## src/rtl/alu_op_scheduler.sv

```systemverilog
// Two-requester round-robin front end for the shared 16-bit ALU: sequences the
// operand/result load enables, waits out the settle window, and returns the result.
module alu_op_scheduler #(
  parameter int SETTLE_CYCLES = 2,
  parameter int CNT_W         = 16
) (
  input  logic             clk,
  input  logic             rstn,
  input  logic [1:0]       req_valid,
  output logic [1:0]       req_ready,
  input  logic [3:0]       req_op,
  input  logic [31:0]      req_a,
  input  logic [31:0]      req_b,
  input  logic [1:0]       req_cb,
  output logic [1:0]       rsp_valid,
  input  logic [1:0]       rsp_ready,
  output logic [31:0]      rsp_result,
  output logic [15:0]      rsp_remainder,
  output logic [3:0]       rsp_flags,
  output logic             busy,
  output logic [CNT_W-1:0] op_count,
  output logic [15:0]      alu_d_a,
  output logic [15:0]      alu_d_b,
  output logic [1:0]       alu_op_code,
  output logic             alu_en_a,
  output logic             alu_en_b,
  output logic             alu_en_result,
  output logic             alu_cin,
  output logic             alu_bin,
  input  logic [31:0]      alu_result,
  input  logic [15:0]      alu_remainder,
  input  logic             alu_cout,
  input  logic             alu_bout,
  input  logic             alu_overflow,
  input  logic             alu_error
);

  localparam int DATA_W = 16;
  localparam int SCNT_W = 4;
  localparam logic [SCNT_W-1:0] SETTLE_LAST = SCNT_W'(SETTLE_CYCLES - 1);

  typedef enum logic [2:0] {
    IDLE,
    LOAD,
    EXEC,
    SETTLE,
    RESP
  } state_t;

  state_t              state;
  logic                prio;
  logic                gnt;
  logic [SCNT_W-1:0]   settle_cnt;

  logic                gnt_sel;
  logic [1:0]          sel_op;
  logic [DATA_W-1:0]   sel_a;
  logic [DATA_W-1:0]   sel_b;
  logic                sel_cb;

  // On a tie the preferred requester wins; otherwise whichever one is asking.
  function automatic logic pick_grant(input logic [1:0] valid, input logic pref);
    if (valid == 2'b11) return pref;
    return valid[1];
  endfunction

  function automatic logic [1:0] onehot(input logic idx);
    return idx ? 2'b10 : 2'b01;
  endfunction

  always_comb begin
    gnt_sel = pick_grant(req_valid, prio);
    sel_op  = gnt_sel ? req_op[3:2]   : req_op[1:0];
    sel_a   = gnt_sel ? req_a[31:16]  : req_a[15:0];
    sel_b   = gnt_sel ? req_b[31:16]  : req_b[15:0];
    sel_cb  = gnt_sel ? req_cb[1]     : req_cb[0];
  end

  // Accept is combinational in IDLE and forced low while reset is held.
  always_comb begin
    req_ready = 2'b00;
    if (rstn && (state == IDLE) && (req_valid != 2'b00))
      req_ready = onehot(gnt_sel);
  end

  assign busy = (state != IDLE);

  always_ff @(posedge clk or negedge rstn) begin
    if (!rstn) begin
      state         <= IDLE;
      prio          <= 1'b0;
      gnt           <= 1'b0;
      settle_cnt    <= '0;
      alu_d_a       <= '0;
      alu_d_b       <= '0;
      alu_op_code   <= '0;
      alu_cin       <= 1'b0;
      alu_bin       <= 1'b0;
      alu_en_a      <= 1'b0;
      alu_en_b      <= 1'b0;
      alu_en_result <= 1'b0;
      rsp_valid     <= 2'b00;
      rsp_result    <= '0;
      rsp_remainder <= '0;
      rsp_flags     <= '0;
      op_count      <= '0;
    end else begin
      case (state)
        IDLE: begin
          if (req_valid != 2'b00) begin
            gnt         <= gnt_sel;
            prio        <= ~gnt_sel;
            alu_d_a     <= sel_a;
            alu_d_b     <= sel_b;
            alu_op_code <= sel_op;
            alu_cin     <= sel_cb & (sel_op == 2'b00);
            alu_bin     <= sel_cb & (sel_op == 2'b01);
            alu_en_a    <= 1'b1;
            alu_en_b    <= 1'b1;
            state       <= LOAD;
          end
        end
        LOAD: begin
          alu_en_a      <= 1'b0;
          alu_en_b      <= 1'b0;
          alu_en_result <= 1'b1;
          state         <= EXEC;
        end
        EXEC: begin
          alu_en_result <= 1'b0;
          settle_cnt    <= '0;
          state         <= SETTLE;
        end
        // Result is sampled on the SETTLE_CYCLES-th edge after entering SETTLE.
        SETTLE: begin
          if (settle_cnt == SETTLE_LAST) begin
            rsp_result    <= alu_result;
            rsp_remainder <= alu_remainder;
            rsp_flags     <= {alu_error, alu_overflow, alu_bout, alu_cout};
            rsp_valid     <= onehot(gnt);
            state         <= RESP;
          end else begin
            settle_cnt <= settle_cnt + SCNT_W'(1);
          end
        end
        RESP: begin
          if (rsp_ready[gnt]) begin
            rsp_valid   <= 2'b00;
            op_count    <= op_count + CNT_W'(1);
            alu_d_a     <= '0;
            alu_d_b     <= '0;
            alu_op_code <= '0;
            alu_cin     <= 1'b0;
            alu_bin     <= 1'b0;
            state       <= IDLE;
          end
        end
        default: state <= IDLE;
      endcase
    end
  end

endmodule

```

## config.mk

```make
export PLATFORM = sky130hd
export DESIGN_NAME = alu_op_scheduler
export DESIGN_NICKNAME = d
export VERILOG_FILES = /design/src/rtl/alu_op_scheduler.sv
export SDC_FILE = /design/constraint.sdc
export NUM_CORES = 1
export LEC_CHECK = 0
export ABC_CLOCK_PERIOD_IN_PS = 2000
export BUFFER_PORTS_ARGS = -buffer_cell sky130_fd_sc_hd__buf_2
export CORE_MARGIN = 1
export CORE_UTILIZATION = 48
export CTS_BUF_LIST = sky130_fd_sc_hd__clkbuf_2
export CTS_CLUSTER_SIZE = 20
export DETAILED_ROUTE_END_ITERATION = 10
export PLACE_DENSITY = 0.82
export SETUP_SLACK_MARGIN = 0.05
export SLEW_MARGIN = 20
export SYNTH_ARGS = -nofsm -noshare
export SYNTH_HDL_FRONTEND = slang
export SYNTH_SLANG_ARGS = --single-unit
```

## constraint.sdc

```tcl
create_clock -name clk -period 2 [get_ports clk]
set_input_delay 0.4 -clock clk [delete_from_list [all_inputs] [get_ports clk]]
set_output_delay 0.4 -clock clk [all_outputs]
set_load 0.01 [all_outputs]
```

# Word level (Yosys, flattened, before mapping)
# Cells that the tools add are included.
[word_totals]
wordCells = 88
n_memories = 0
ramBits = 0
mem_bits_ro = 0
latch_bits = 0
output_inout_bits = 112
reg_bits = 117
[classes]
reduce_logical = 19
n_div = 0
order_cmp = 1
bitwise = 3
n_eq_ne = 11
shift = 0
n_mul = 0
mux = 36
n_addsub = 2
[ops]
columns = ["cell", "count"]
rows = [
  ["two-way mux 16 bit", 5],
  ["one-hot mux 16 bit (2 select lines)", 2],
  ["adder 16 x 1 -> 16 bit, second input constant", 1],
  ["one-hot mux 3 bit (5 select lines)", 1],
  ["two-way mux 2 bit", 7],
  ["nonzero test 2 bit", 6],
  ["two-way mux 1 bit", 10],
  ["AND reduction 2 bit", 5],
  ["two-way mux 3 bit", 3],
  ["AND reduction 3 bit", 3],
  ["one-hot mux 1 bit (2 select lines)", 4],
  ["one-hot mux 2 bit (2 select lines)", 2],
  ["one-hot mux 4 bit (2 select lines)", 1],
  ["== test 3 x 2 -> 1 bit, second input constant", 2],
  ["!= test 2 bit, second input constant", 3],
  ["adder 4 x 1 -> 4 bit, second input constant", 1],
  ["== test 4 x 1 -> 1 bit, second input constant", 1],
  ["two-way mux 4 bit", 1],
  ["== test 3 x 1 -> 1 bit, second input constant", 1],
  ["== test 3 bit, second input constant", 1],
  ["logical NOT 3 bit", 1],
  ["nonzero test 3 bit", 1],
  ["AND 1 bit", 2],
  ["== test 2 x 1 -> 1 bit, second input constant", 1],
  ["other kinds (6)", 7],
]

# Longest topological paths before layout
[depth]
word_depth = 8
mapped_depth = 8

# Worst setup path after synthesis
# No wires, ideal clock.
[synth_timing]
kind = "register to output"
from = "register state[1]"
to = "output req_ready[0]"
path_stages_with_launch = 7
path_buffers = 3
arrival_ns = 1.467
path_slack_ns = 0.133
path_cell_list = "dfrtp_1 buf_2 nor3_1 o21ai_0 clkbuf_1 clkbuf_1 nor2_1"
[synth_via]
elab_chain_len = 4
[synth_lines]
columns = ["item", "line_no", "text"]
rows = [
  ["start: declaration", "50", "state_t state;"],
  ["start signal: assignment", "90", "state <= IDLE;"],
  ["start signal: assignment", "120", "state <= LOAD;"],
  ["start signal: assignment", "127", "state <= EXEC;"],
  ["logical NOT 3 bit", "82", "if (rstn && (state == IDLE) && (req_valid != 2'b00))"],
  ["logical AND 1 bit (2 in a row)", "82", ""],
  ["two-way mux 2 bit", "82", ""],
  ["end: declaration", "10", "output logic [1:0] req_ready,"],
]
# No other way between the ends.

# Final worst setup path
[layout_timing]
from = "register state[0]"
to = "output req_ready[1]"
# Same word-level chain as after synthesis.

==> flow_summary.ini <==
[drt]
ant_nets = 0
vias = 4654
first_iter_violations = 243
drt_pass1_iterations = 5
drcViolationCount = 0
totalWireLength_mm = 16.0
viasPerCell = 5.18
wl_per_cell_um = 17.8

[cts]
cts_buffers = 17
cts_buffer_depth = 2
insertion_delay_ps = 640
cts.sinks = 117
htree_levels = 4
clk_pin_slew_worst_paths_ps = 180
root_buffer = clkbuf_2
cts_tree = built

[synth]
synth-compound-area-share = 0.0608
yosysWarnings = 0
syn_nets = 541
ys_ff_latch = 117
synth.yosys.seq_area_share = 0.583
syn_area_per_cell_um2 = 12.3
netlist-cell-type-count = 35
synthesis.area_um2 = 5020
yosys.area_share.xor_xnor = 0.0261
synth-simple-area-share = 0.100
netlist_instances = 410
synth_top_family_by_area = multiplexers
yosys.area_share.adder = 0.00747
synth_mux_area_frac = 0.193

[sta]
setup_viol = 3
tightest_slew_ps = 975
fin_crit_sh = 1.04
finalMaxSlewViolations = 0
slew_headroom = 0.350
fin_setup_tns_ps = -215
fin_crit_ps = 2090
fmax_mhz = 480
fin_ws_ps = -85.1
rsz0062_at_grt = true
finalHoldViolations = 0
clock_skew_ps = 28.5

[run_status]
violations = setup timing
status = finished with violations

[die]
fp.coreArea_um2 = 9950
die_w_um = 104
floorplan.initialDensity = 0.505
fp.dieH_um = 104
die-area_um2 = 10900
pin_count = 240
row_count = 36

[critical_path]
cp_common_cell = nor3_2
worstPathArrival_ps = 1690
rrSetupSlack_ps = 90
r2r_end = alu_d_a[1]
startpoint = state[0]
timing.rr.start = gnt
path_class = reg -> out
critical_path_buf_inv_count = 3
critPathTopFamily = flip-flops
worst_ep_required_time_ps = 1600
critPathLaunchType = register
crit_chain = nor3_2 > buf_4 > inv_4 > nor3_2 > buf_2
reg2reg_depth = 5
cp-end-kind = primary output
crit_path_max_incr_delay_ps = 450
critPathSlowestCell = dfrtp_2
cp_max_fo = 3

[power]
power_leakage_nw = 3.99
ir_worst_vdd_mv = 0.670
power.density_nw_per_um2 = 1320
power_mw = 10.1

[grt]
grt_antenna_before_repair = 1
grt_max_degree = 77
grt_pass1_wl_mm = 24.6
grt.overflow.total = 0
grt_pass1_vias = 4931
grt_usage = 0.293

[hold_path]
holdPathStages = 3
hold_path.class = in -> reg
min_from = req_b[28]
hold_end = alu_d_b[12]

[placed_design]
place.gp.congestion = 0.769
io_buffers = 239
dp_hpwl_mm = 9.26

[layout]
final_cell_mix = buf_2, dfrtp_1, dlygate4sd3_1, mux2_2, nand2_1
final_nets = 883
mostFrequentLayoutCell = buf_2
layout-drive-gt1-share = 0.476
syn2layout_area_growth_pct = 52.1

[run]
maxCapViolations = 0
## how the worst max path moves through the flow
stage                            end  slack, ps  cells past startpoint
finish                  req_ready[1]        -90                      5
global route            req_ready[1]       -280                      5
CTS                     req_ready[1]       -160                      5
detailed placement  rsp_remainder[6]        140                      6
global placement       rsp_result[9]        270                      5
floorplan               req_ready[0]        130                      6
## sequential cells by signal, indices dropped and copies added (netlist names), 2 cells and up
register       cells
settle_cnt         4
rsp_result        32
alu_d_b           16
alu_op_code        2
rsp_valid          2
rsp_flags          4
rsp_remainder     16
op_count          16
state              3
alu_d_a           16
## synthesized netlist by cell type
library cell / instances / share of area
and4_1: 1 / 0.0017
xor2_1: 7 / 0.012
nand3_1: 8 / 0.0080
inv_1: 7 / 0.0052
or2_2: 1 / 0.0012
or3b_4: 1 / 0.0022
buf_2: 9 / 0.0090
nor3b_1: 2 / 0.0030
dfrtp_1: 117 / 0.58
mux2i_1: 36 / 0.072
a21oi_1: 3 / 0.0030
nor3_1: 11 / 0.011
nor4_4: 1 / 0.0042
nand4bb_4: 1 / 0.0055
a21o_1: 1 / 0.0015
buf_1: 2 / 0.0015
nand4_1: 3 / 0.0037
buf_4: 2 / 0.0030
clkbuf_1: 6 / 0.0045
ha_1: 3 / 0.0075
nor3b_2: 1 / 0.0025
nand2_1: 51 / 0.038
nand3b_1: 2 / 0.0030
a2111o_1: 1 / 0.0022
o21ai_1: 1 / 0.0010
nand4b_1: 1 / 0.0017
nor2_1: 11 / 0.0082
xnor2_1: 8 / 0.014
and3_1: 2 / 0.0025
a31oi_1: 1 / 0.0012
o21ai_0: 45 / 0.045
a22o_1: 4 / 0.0070
mux2_2: 54 / 0.12
buf_6: 3 / 0.0067
nand2b_1: 3 / 0.0037
## final cells by class
type	instances	area (um^2)
Antenna cell	1	2.50
Clock buffer	17	85.1
Clock inverter	14	190
Fill cell	630	2310
Inverter	7	28.8
Multi-Input combinational cell	264	1990
Sequential cell	117	2930
Tap cell	133	166
Timing Repair Buffer	345	2250
## report_power, final
group	leakage [nW]	switching (mW)	internal [mW]	total, mW
clock network	0.159	0.865	0.911	1.78
logic	2.40	2.19	2.13	4.31
registers	1.43	0.625	3.39	4.02
## stage by stage
| step | worst slack (ps) | cells | area (um^2) | utilization | hold WS (ps) |
|---|---|---|---|---|---|
| after floorplan | 133 | 410 | 5020 | - | 104 |
| after global placement | 266 | 771 | 6390 | 0.642 | 239 |
| after detailed placement | 135 | 771 | 6390 | 0.642 | 245 |
| after CTS | -155 | 892 | 7570 | 0.760 | 0.274 |
| after global routing | -276 | 898 | 7640 | 0.768 | 5.53 |
| final | -85.1 | 898 | 7640 | 0.768 | 43.1 |
## worst min-delay path, stage by stage
cell	delay (ps)
buf_2	70
mux2i_1	60
o21ai_0	130
## per-layer routing
metal	track usage	vias to the layer above	share of wire
met2	0.527	245	0.53
met4	0.113	0	0.031
met1	0.313	2257	0.36
li1	-	2114	-
met3	0.100	38	0.082
met5	0	-	0
## kinds of logic after synthesis
kind of cell	count (synthesis)
adder cells (fa/ha/maj)	3
flip-flops	117
XOR/XNOR	15
AO/OA/AOI/OAI	56
buffers and inverters	29
AND/OR/NAND/NOR	100
multiplexers	90
## timing repair
item                       4_1_cts  5_1_grt
hold buffers                    82        4
setup buffers                    8       12
setup endpoints to repair        3       61
hold endpoints to repair       110        4
resized for setup                9        9
pin swaps                        2        1
gates cloned                     0        1
Note: power is estimated with default switching activity, not from simulation.
